--- config.mk ---
export PLATFORM = sky130hd
export DESIGN_NAME = timeout_scheduler_flat
export DESIGN_NICKNAME = d
export VERILOG_FILES = /design/src/rtl/timeout_scheduler_if.sv /design/src/rtl/timeout_scheduler.sv /design/src/flat_wrapper.sv
export SDC_FILE = /design/constraint.sdc
export NUM_CORES = 1
export LEC_CHECK = 0
export BUFFER_PORTS_ARGS = -buffer_cell sky130_fd_sc_hd__buf_2
export CAP_MARGIN = 25
export CORE_MARGIN = 5
export CORE_UTILIZATION = 40
export DETAILED_ROUTE_END_ITERATION = 8
export GPL_ROUTABILITY_DRIVEN = 0
export GPL_TIMING_DRIVEN = 0
export HOLD_SLACK_MARGIN = 0.06
export PLACE_DENSITY = 0.72
export SLEW_MARGIN = 20
export SYNTH_ARGS = -nofsm -noshare
export SYNTH_HDL_FRONTEND = slang
export SYNTH_SLANG_ARGS = --single-unit
--- constraint.sdc ---
create_clock -name clk -period 4.9 [get_ports clk]
set_input_delay 0.735 -clock clk [delete_from_list [all_inputs] [get_ports clk]]
set_output_delay 0.735 -clock clk [all_outputs]
set_load 0.05 [all_outputs]
--- src/rtl/timeout_scheduler_if.sv ---
// Requester-side bundle for the shared timeout counter: requests, lengths,
// cancels in; grant, done pulse, owner index and debug status out.
interface timeout_scheduler_if #(
  parameter int unsigned NUM_REQ   = 4,
  parameter int unsigned CNT_WIDTH = 16
);
  localparam int unsigned ID_WIDTH = $clog2(NUM_REQ);

  logic [NUM_REQ-1:0]           req;
  logic [NUM_REQ*CNT_WIDTH-1:0] req_len;
  logic [NUM_REQ-1:0]           cancel;
  logic [NUM_REQ-1:0]           grant;
  logic [NUM_REQ-1:0]           done;
  logic [ID_WIDTH-1:0]          owner_id;
  logic                         busy;
  logic [CNT_WIDTH-1:0]         cnt_value;

  // Requesters drive requests and cancels, observe the scheduler outputs.
  modport master (
    output req, req_len, cancel,
    input  grant, done, owner_id, busy, cnt_value
  );

  // The scheduler consumes requests and drives all status outputs.
  modport slave (
    input  req, req_len, cancel,
    output grant, done, owner_id, busy, cnt_value
  );
endinterface

--- src/rtl/timeout_scheduler.sv ---
// Round-robin owner of a single timeout counter. One requester at a time is
// granted the counter, which runs for max(len,1) cycles and then returns a
// one-cycle done pulse to that owner. The owner may cancel at any time.
module timeout_scheduler #(
  parameter int unsigned NUM_REQ   = 4,
  parameter int unsigned CNT_WIDTH = 16
) (
  input logic               clk,
  input logic               rst,
  timeout_scheduler_if.slave bus
);
  localparam int unsigned ID_WIDTH = $clog2(NUM_REQ);

  typedef enum logic [1:0] {StIdle, StCount, StDone} state_e;

  state_e               state_q, state_d;
  logic [NUM_REQ-1:0]   grant_q, grant_d;
  logic [NUM_REQ-1:0]   done_q, done_d;
  logic [ID_WIDTH-1:0]  owner_q, owner_d;
  logic [CNT_WIDTH-1:0] cnt_q, cnt_d;
  logic [CNT_WIDTH-1:0] len_q, len_d;
  logic                 busy_q, busy_d;

  logic                 found;
  int unsigned          idx;
  int unsigned          pick;
  logic [CNT_WIDTH-1:0] len_pick;

  // Round-robin search starting just after the last owner, then next-state logic.
  always_comb begin
    found = 1'b0;
    idx   = 0;
    pick  = 0;
    for (int unsigned k = 1; k <= NUM_REQ; k++) begin
      idx = (32'(owner_q) + k) % NUM_REQ;
      if (!found && bus.req[idx]) begin
        found = 1'b1;
        pick  = idx;
      end
    end
    len_pick = bus.req_len[CNT_WIDTH*pick +: CNT_WIDTH];

    state_d = state_q;
    grant_d = grant_q;
    done_d  = '0;
    owner_d = owner_q;
    cnt_d   = cnt_q;
    len_d   = len_q;

    unique case (state_q)
      StIdle: begin
        grant_d = '0;
        if (found) begin
          state_d = StCount;
          grant_d = NUM_REQ'(1) << pick;
          owner_d = ID_WIDTH'(pick);
          cnt_d   = '0;
          // A zero length still occupies the counter for one cycle.
          len_d   = (len_pick == '0) ? CNT_WIDTH'(1) : len_pick;
        end
      end
      StCount: begin
        if (bus.cancel[owner_q]) begin
          // Cancel beats a coincident terminal count: no done pulse.
          grant_d = '0;
          state_d = StIdle;
        end else if (cnt_q == len_q - CNT_WIDTH'(1)) begin
          grant_d = '0;
          done_d  = NUM_REQ'(1) << owner_q;
          cnt_d   = '0;
          state_d = StDone;
        end else begin
          cnt_d = cnt_q + CNT_WIDTH'(1);
        end
      end
      StDone: begin
        state_d = StIdle;
      end
      default: begin
        state_d = StIdle;
        grant_d = '0;
      end
    endcase

    busy_d = (state_d != StIdle);
  end

  // State and registered outputs; synchronous reset discards any running timeout.
  always_ff @(posedge clk) begin
    if (rst) begin
      state_q <= StIdle;
      grant_q <= '0;
      done_q  <= '0;
      owner_q <= ID_WIDTH'(NUM_REQ - 1);
      cnt_q   <= '0;
      len_q   <= CNT_WIDTH'(1);
      busy_q  <= 1'b0;
    end else begin
      state_q <= state_d;
      grant_q <= grant_d;
      done_q  <= done_d;
      owner_q <= owner_d;
      cnt_q   <= cnt_d;
      len_q   <= len_d;
      busy_q  <= busy_d;
    end
  end

  assign bus.grant     = grant_q;
  assign bus.done      = done_q;
  assign bus.owner_id  = owner_q;
  assign bus.busy      = busy_q;
  assign bus.cnt_value = cnt_q;

endmodule

--- src/flat_wrapper.sv ---
// flat-port wrapper written by rule: the top's interface ports become plain ports
module timeout_scheduler_flat 
#(
  parameter int unsigned NUM_REQ   = 4,
  parameter int unsigned CNT_WIDTH = 16
)
  (clk, rst, bus_req, bus_req_len, bus_cancel, bus_grant, bus_done, bus_owner_id, bus_busy, bus_cnt_value);
  timeout_scheduler_if #(.NUM_REQ(NUM_REQ), .CNT_WIDTH(CNT_WIDTH)) bus_i ();
  input logic clk;
  input logic rst;
  input wire logic [$bits(bus_i.req)-1:0] bus_req;
  input wire logic [$bits(bus_i.req_len)-1:0] bus_req_len;
  input wire logic [$bits(bus_i.cancel)-1:0] bus_cancel;
  output wire logic [$bits(bus_i.grant)-1:0] bus_grant;
  output wire logic [$bits(bus_i.done)-1:0] bus_done;
  output wire logic [$bits(bus_i.owner_id)-1:0] bus_owner_id;
  output wire logic [$bits(bus_i.busy)-1:0] bus_busy;
  output wire logic [$bits(bus_i.cnt_value)-1:0] bus_cnt_value;
  assign bus_i.req = bus_req;
  assign bus_i.req_len = bus_req_len;
  assign bus_i.cancel = bus_cancel;
  assign bus_grant = bus_i.grant;
  assign bus_done = bus_i.done;
  assign bus_owner_id = bus_i.owner_id;
  assign bus_busy = bus_i.busy;
  assign bus_cnt_value = bus_i.cnt_value;
  timeout_scheduler #(.NUM_REQ(NUM_REQ), .CNT_WIDTH(CNT_WIDTH)) u_core (.clk(clk), .rst(rst), .bus(bus_i));
endmodule
# Word-level counts from Yosys, hierarchy flattened
# Cells that the tools add are included.
[word_totals]
register_bits = 45
in_bits = 74
out_inout_bits = 27
[classes]
addsub = 6
magnitude_cmp = 5
n_eq_ne = 6
shifts = 3
mux = 31
bitwise = 3
n_reduce_logical = 14
[ops]
columns = ["operator", "count"]
rows = [
  ["16-bit two-way mux", 4],
  ["64-bit by 7-bit variable part select with 16-bit output", 1],
  ["16-bit one-hot mux with 2 select lines", 1],
  ["16-bit by 1-bit adder with 16-bit output (second input constant)", 1],
  ["16-bit equality test", 1],
  ["16-bit logical NOT", 1],
  ["16-bit by 1-bit subtractor with 16-bit output (second input constant)", 1],
  ["2-bit by 3-bit < comparator with 1-bit output (second input constant)", 5],
  ["2-bit two-way mux", 7],
  ["4-bit two-way mux", 3],
  ["4-bit one-hot mux with 3 select lines", 1],
  ["1-bit binary-select mux with 2-bit select", 5],
  ["1-bit two-way mux", 9],
  ["1-bit by 2-bit left shift with 4-bit output (first input constant)", 2],
  ["2-bit by 1-bit adder with 2-bit output (second input constant)", 2],
  ["2-bit adder (second input constant)", 2],
  ["2-bit one-hot mux with 2 select lines", 1],
  ["2-bit AND reduction", 2],
  ["2-bit nonzero test", 2],
  ["4-bit OR reduction", 1],
  ["1-bit logical AND", 3],
  ["1-bit logical NOT", 3],
  ["3-bit by 1-bit inequality test with 1-bit output (second input constant)", 1],
  ["1-bit NOT", 3],
  ["6 further kinds", 6],
]

# Logic depth before layout (Yosys ltp)
[logic_depth]
depth_word = 16
ltp_mapped = 11
depth_no_buf = 9

# Worst setup path before layout
# No wires, ideal clock.
[synth_path]
path_kind = "register to register"
start = "reg u_core.len_q[2]"
end = "reg u_core.cnt_q[1], in the netlist u_core.bus.cnt_value[1]"
setup_ps = 117
arrival_ps = 2928
required_ps = 4783
path_slack_ps = 1855
stages_incl_launch_ff = 10
n_path_buf = 2
period_less_slack_ps = 3045
cell_sequence = "dfxtp_1 buf_6 or4_4 or4b_4 mux2_4 mux2i_4 a21oi_2 or4b_4 buf_6 a32o_2"
[synth_via]
elab_chain_cells = 5
[synth_rtl]
columns = ["item", "line_no", "rtl"]
rows = [
  ["start: declaration", "timeout_scheduler.sv:21", "logic [CNT_WIDTH-1:0] len_q, len_d;"],
  ["start signal: assignment", "timeout_scheduler.sv:104", "len_q <= len_d;"],
  ["16-bit by 1-bit subtractor with 16-bit output", "timeout_scheduler.sv:67", "end else if (cnt_q == len_q - CNT_WIDTH'(1)) begin"],
  ["16-bit equality test", "timeout_scheduler.sv:67", ""],
  ["16-bit two-way mux", "timeout_scheduler.sv:67", ""],
  ["16-bit two-way mux", "timeout_scheduler.sv:63", "if (bus.cancel[owner_q]) begin"],
  ["16-bit one-hot mux with 2 select lines", "timeout_scheduler.sv:50", "unique case (state_q)"],
  ["end signal: assignment", "timeout_scheduler.sv:103", "cnt_q <= cnt_d;"],
  ["end: declaration", "timeout_scheduler.sv:20", "logic [CNT_WIDTH-1:0] cnt_q, cnt_d;"],
]
# Every way passes these cells. The select of a mux whose other input is x is not followed.
# A chain may end at the register's enable or synchronous reset.

# Final worst setup path
[layout_path]
start = "reg u_core.len_q[0]"
end = "reg u_core.cnt_q[9], in the netlist u_core.bus.cnt_value[9]"
# Same word-level chain as after synthesis.

==> flow_metrics.env <==
export IMPL_die_y_um=96.3
export IMPL_gr_total_overflow=0
export IMPL_ff2ff_setup_slack_ns=1.42
export IMPL_cp_required_ns=5.09
export IMPL_p_sw_uw=461
export IMPL_dp_cells=560
export IMPL_ir_worst_vdd_v=0.000146
export IMPL_syn_cell_area_mm2=0.00298
export IMPL_synth_warnings=0
export IMPL_grt_max_degree=14
export IMPL_fin_tns_setup_ns=0
export IMPL_post_dp_hpwl_mm=6.40
export IMPL_synth_top_area_share_pct=30.2
export IMPL_drv_slew=0
export IMPL_netlist_instances=362
export IMPL_synth_nets=438
export IMPL_fin_cells=567
export IMPL_min_from="u_core.len_q[15]"
export IMPL_powerDensity_mw_per_mm2=329
export IMPL_synthArstFlopShare_pct=0
export IMPL_period_share_pct=70.9
export IMPL_final_common_cell="buf_2"
export IMPL_status="complete, no violations"
export IMPL_p_clk_share_pct=22.1
export IMPL_cts_root_buf="clkbuf_8"
export IMPL_coreArea_mm2=0.00725
export IMPL_maxCapViolCount=0
export IMPL_area_delta_synth_final_pct=24.5
export IMPL_fmax_mhz=288
export IMPL_synth_area_leaders="dfxtp_1, mux2i_1, nand2_1"
export IMPL_worstMarginPinSlew_ns=0.720
export IMPL_slew_headroom_pct=51.6
export IMPL_first_iter_violations=138
export IMPL_crit_fanout=10
export IMPL_die_area_mm2=0.00928
export IMPL_synth_edf_count=0
export IMPL_final_cell_area_mm2=0.00371
export IMPL_start_util_pct=41.1
export IMPL_grt_pass1_vias=2872
export IMPL_clockBufferDepth=2
export IMPL_p_sw_share_pct=37.8
export IMPL_die_width_um=96.3
export IMPL_drtPass1Iterations=4
export IMPL_cp_start_kind="flip-flop"
export IMPL_worstHoldPathType="flip-flop to flip-flop"
export IMPL_path_class="flip-flop to flip-flop"
export IMPL_hold_buffers=0
export IMPL_leakage_uw=0.00161
export IMPL_drt_total_wl_mm=7.80
export IMPL_viasPerCell=5.17
export IMPL_drive_above_1_share_pct=26.7
export IMPL_antenna_found_initial=0
export IMPL_holdPathEnd="u_core.len_q[15]"
export IMPL_worst_r2r_endpoint="u_core.bus.cnt_value[9]"
export IMPL_final_cell_mix="buf_2, mux2i_1, nand2_1"
export IMPL_combinationalPowerShare_pct=41.3
export IMPL_wire_per_inst_um=13.8
export IMPL_cts_clk_slew_worst_paths_ns=0.08
export IMPL_cts_setup_buffers=0
export IMPL_io_buffers=99
export IMPL_clk_insertion_delay_late_ns=0.30
export IMPL_seqPwrFrac_pct=36.6
export IMPL_finalSetupViolCount=0
export IMPL_reg2regPathDepth=11
export IMPL_cts_htree_levels=2
export IMPL_syn_area_per_cell_um2=8.24
export IMPL_synth_largest_area_cell="dfxtp_1"
export IMPL_yosysSeqAreaShare_pct=30.2
export IMPL_synth_seq_cells=45
export IMPL_rsz0062_at_grt="no"
export IMPL_period_minus_slack_ns=3.48
export IMPL_numCtsBuffers=5
export IMPL_clock_sinks=45
export IMPL_track_usage_pct=17.2
export IMPL_ctsResizeCount=0
export IMPL_postRouteAntennaNets=0
export IMPL_nNetsFinal=544
export IMPL_synthFlopType="dfxtp_1"
export IMPL_drt_drc_violations_left=0
export IMPL_hold_depth=2
export IMPL_timing_rr_start="u_core.len_q[0]"
export IMPL_finClkSkew_ns=0.00842
export IMPL_vias=2934
export IMPL_p_int_uw=760
export IMPL_io_pin_count=101
export IMPL_cp_end_kind="flip-flop"
export IMPL_synth_cell_types=56
export IMPL_antenna_cells=0
export IMPL_placed_area_mm2=0.00360
export IMPL_cts_tree="built"
export IMPL_arrival_ns=3.66
export IMPL_row_count=31
export IMPL_hold_viol=0
export IMPL_total_power_uw=1220
export IMPL_grt_pass1_wl_mm=12.8
-- per-layer routing --
layer	part of all wire, %	global-route usage, %	up-vias
met1	45	22.0	1304
met5	0	0	-
met3	7.2	2.89	7
li1	-	-	1504
met4	1.3	4.32	0
met2	46	30.0	119
-- worst max-delay path by stage --
stage	from	endpoint	slack (ns)	depth (start not counted)
finish	u_core.len_q[0]	u_core.bus.cnt_value[9]	1.42	11
global route	u_core.len_q[0]	u_core.bus.cnt_value[6]	1.13	11
CTS	u_core.len_q[2]	u_core.bus.cnt_value[12]	1.27	9
detailed placement	u_core.len_q[2]	u_core.bus.cnt_value[12]	1.30	9
global placement	u_core.len_q[2]	u_core.bus.cnt_value[8]	1.31	9
floorplan	u_core.len_q[2]	u_core.bus.cnt_value[1]	1.85	9
-- layout make-up --
class	count	area, µm²
fillers	697	3540
multi-input cells	289	1960
flip-flops and latches	45	901
repair buffers	99	495
well taps	99	124
plain buffers	23	104
clock buffers	5	68.8
clock inverters	2	35.0
inverters	5	18.8
-- registers in the layout (all words and copies together) (netlist names) --
register and count:
u_core.state_q 2, u_core.bus.grant 4, u_core.bus.done 4, u_core.len_q 16, u_core.bus.busy 1, u_core.bus.cnt_value 16
u_core.bus.owner_id 2
-- worst max-delay path, cell delays in order (launching register included) --
cell       delay [ns]
dfxtp_1          0.37
inv_1            0.10
ha_1             0.14
clkbuf_1         0.28
and4bb_2         0.27
o211ai_1         0.08
or4b_1           0.55
nor4_1           0.19
o2111ai_1        0.32
o31ai_1          0.67
buf_2            0.32
nor2_1           0.07
-- kinds of logic (layout without fill, tap and decap cells) --
kind of cell | after synthesis | after routing | share of synthesized area, %
and+or+nand+nor | 145 | 145 | 24.1
buffers and inverters | 28 | 134 | 4.11
muxes | 53 | 53 | 18.8
DFF | 45 | 45 | 30.2
adders and majority gates | 2 | 2 | 0.839
xor gates and xnor gates | 30 | 30 | 8.81
AOI/OAI and AO/OA | 59 | 59 | 13.1
-- synth_stat cells (3+ instances only) --
| cell | count |
|---|---|
| nor2b_1 | 3 |
| xnor2_1 | 15 |
| o211ai_1 | 5 |
| nand3b_1 | 3 |
| xor2_1 | 15 |
| nand3_1 | 6 |
| nand2b_1 | 4 |
| buf_1 | 6 |
| nor4_1 | 12 |
| nand2_1 | 46 |
| a21boi_0 | 4 |
| a21oi_1 | 19 |
| a31oi_1 | 4 |
| dfxtp_1 | 45 |
| mux2i_1 | 50 |
| o22ai_1 | 3 |
| and3_1 | 3 |
| nor2_1 | 37 |
| clkbuf_1 | 13 |
| o21ai_0 | 6 |
| nand4_1 | 5 |
| inv_1 | 5 |
| nor3_1 | 11 |
-- through the flow --
step | hold slack, ns | setup slack [ns] | utilization [%]
after floorplan | 0.450 | 1.85 | -
final | 0.476 | 1.42 | 51.2
after global routing | 0.523 | 1.13 | 51.2
after detailed placement | 0.469 | 1.30 | 49.6
after global placement | 0.466 | 1.31 | 49.6
after CTS | 0.480 | 1.27 | 51.1
-- power by group through the flow --
stage                     clock (µW)  combinational, µW  sequential [µW]
after floorplan                    0                351              476
after global placement             0                491              451
after detailed placement           0                500              453
after CTS                        274                503              445
after global routing             288                557              451
final                            270                504              447
No activity file was read; power rests on OpenSTA's default activity.
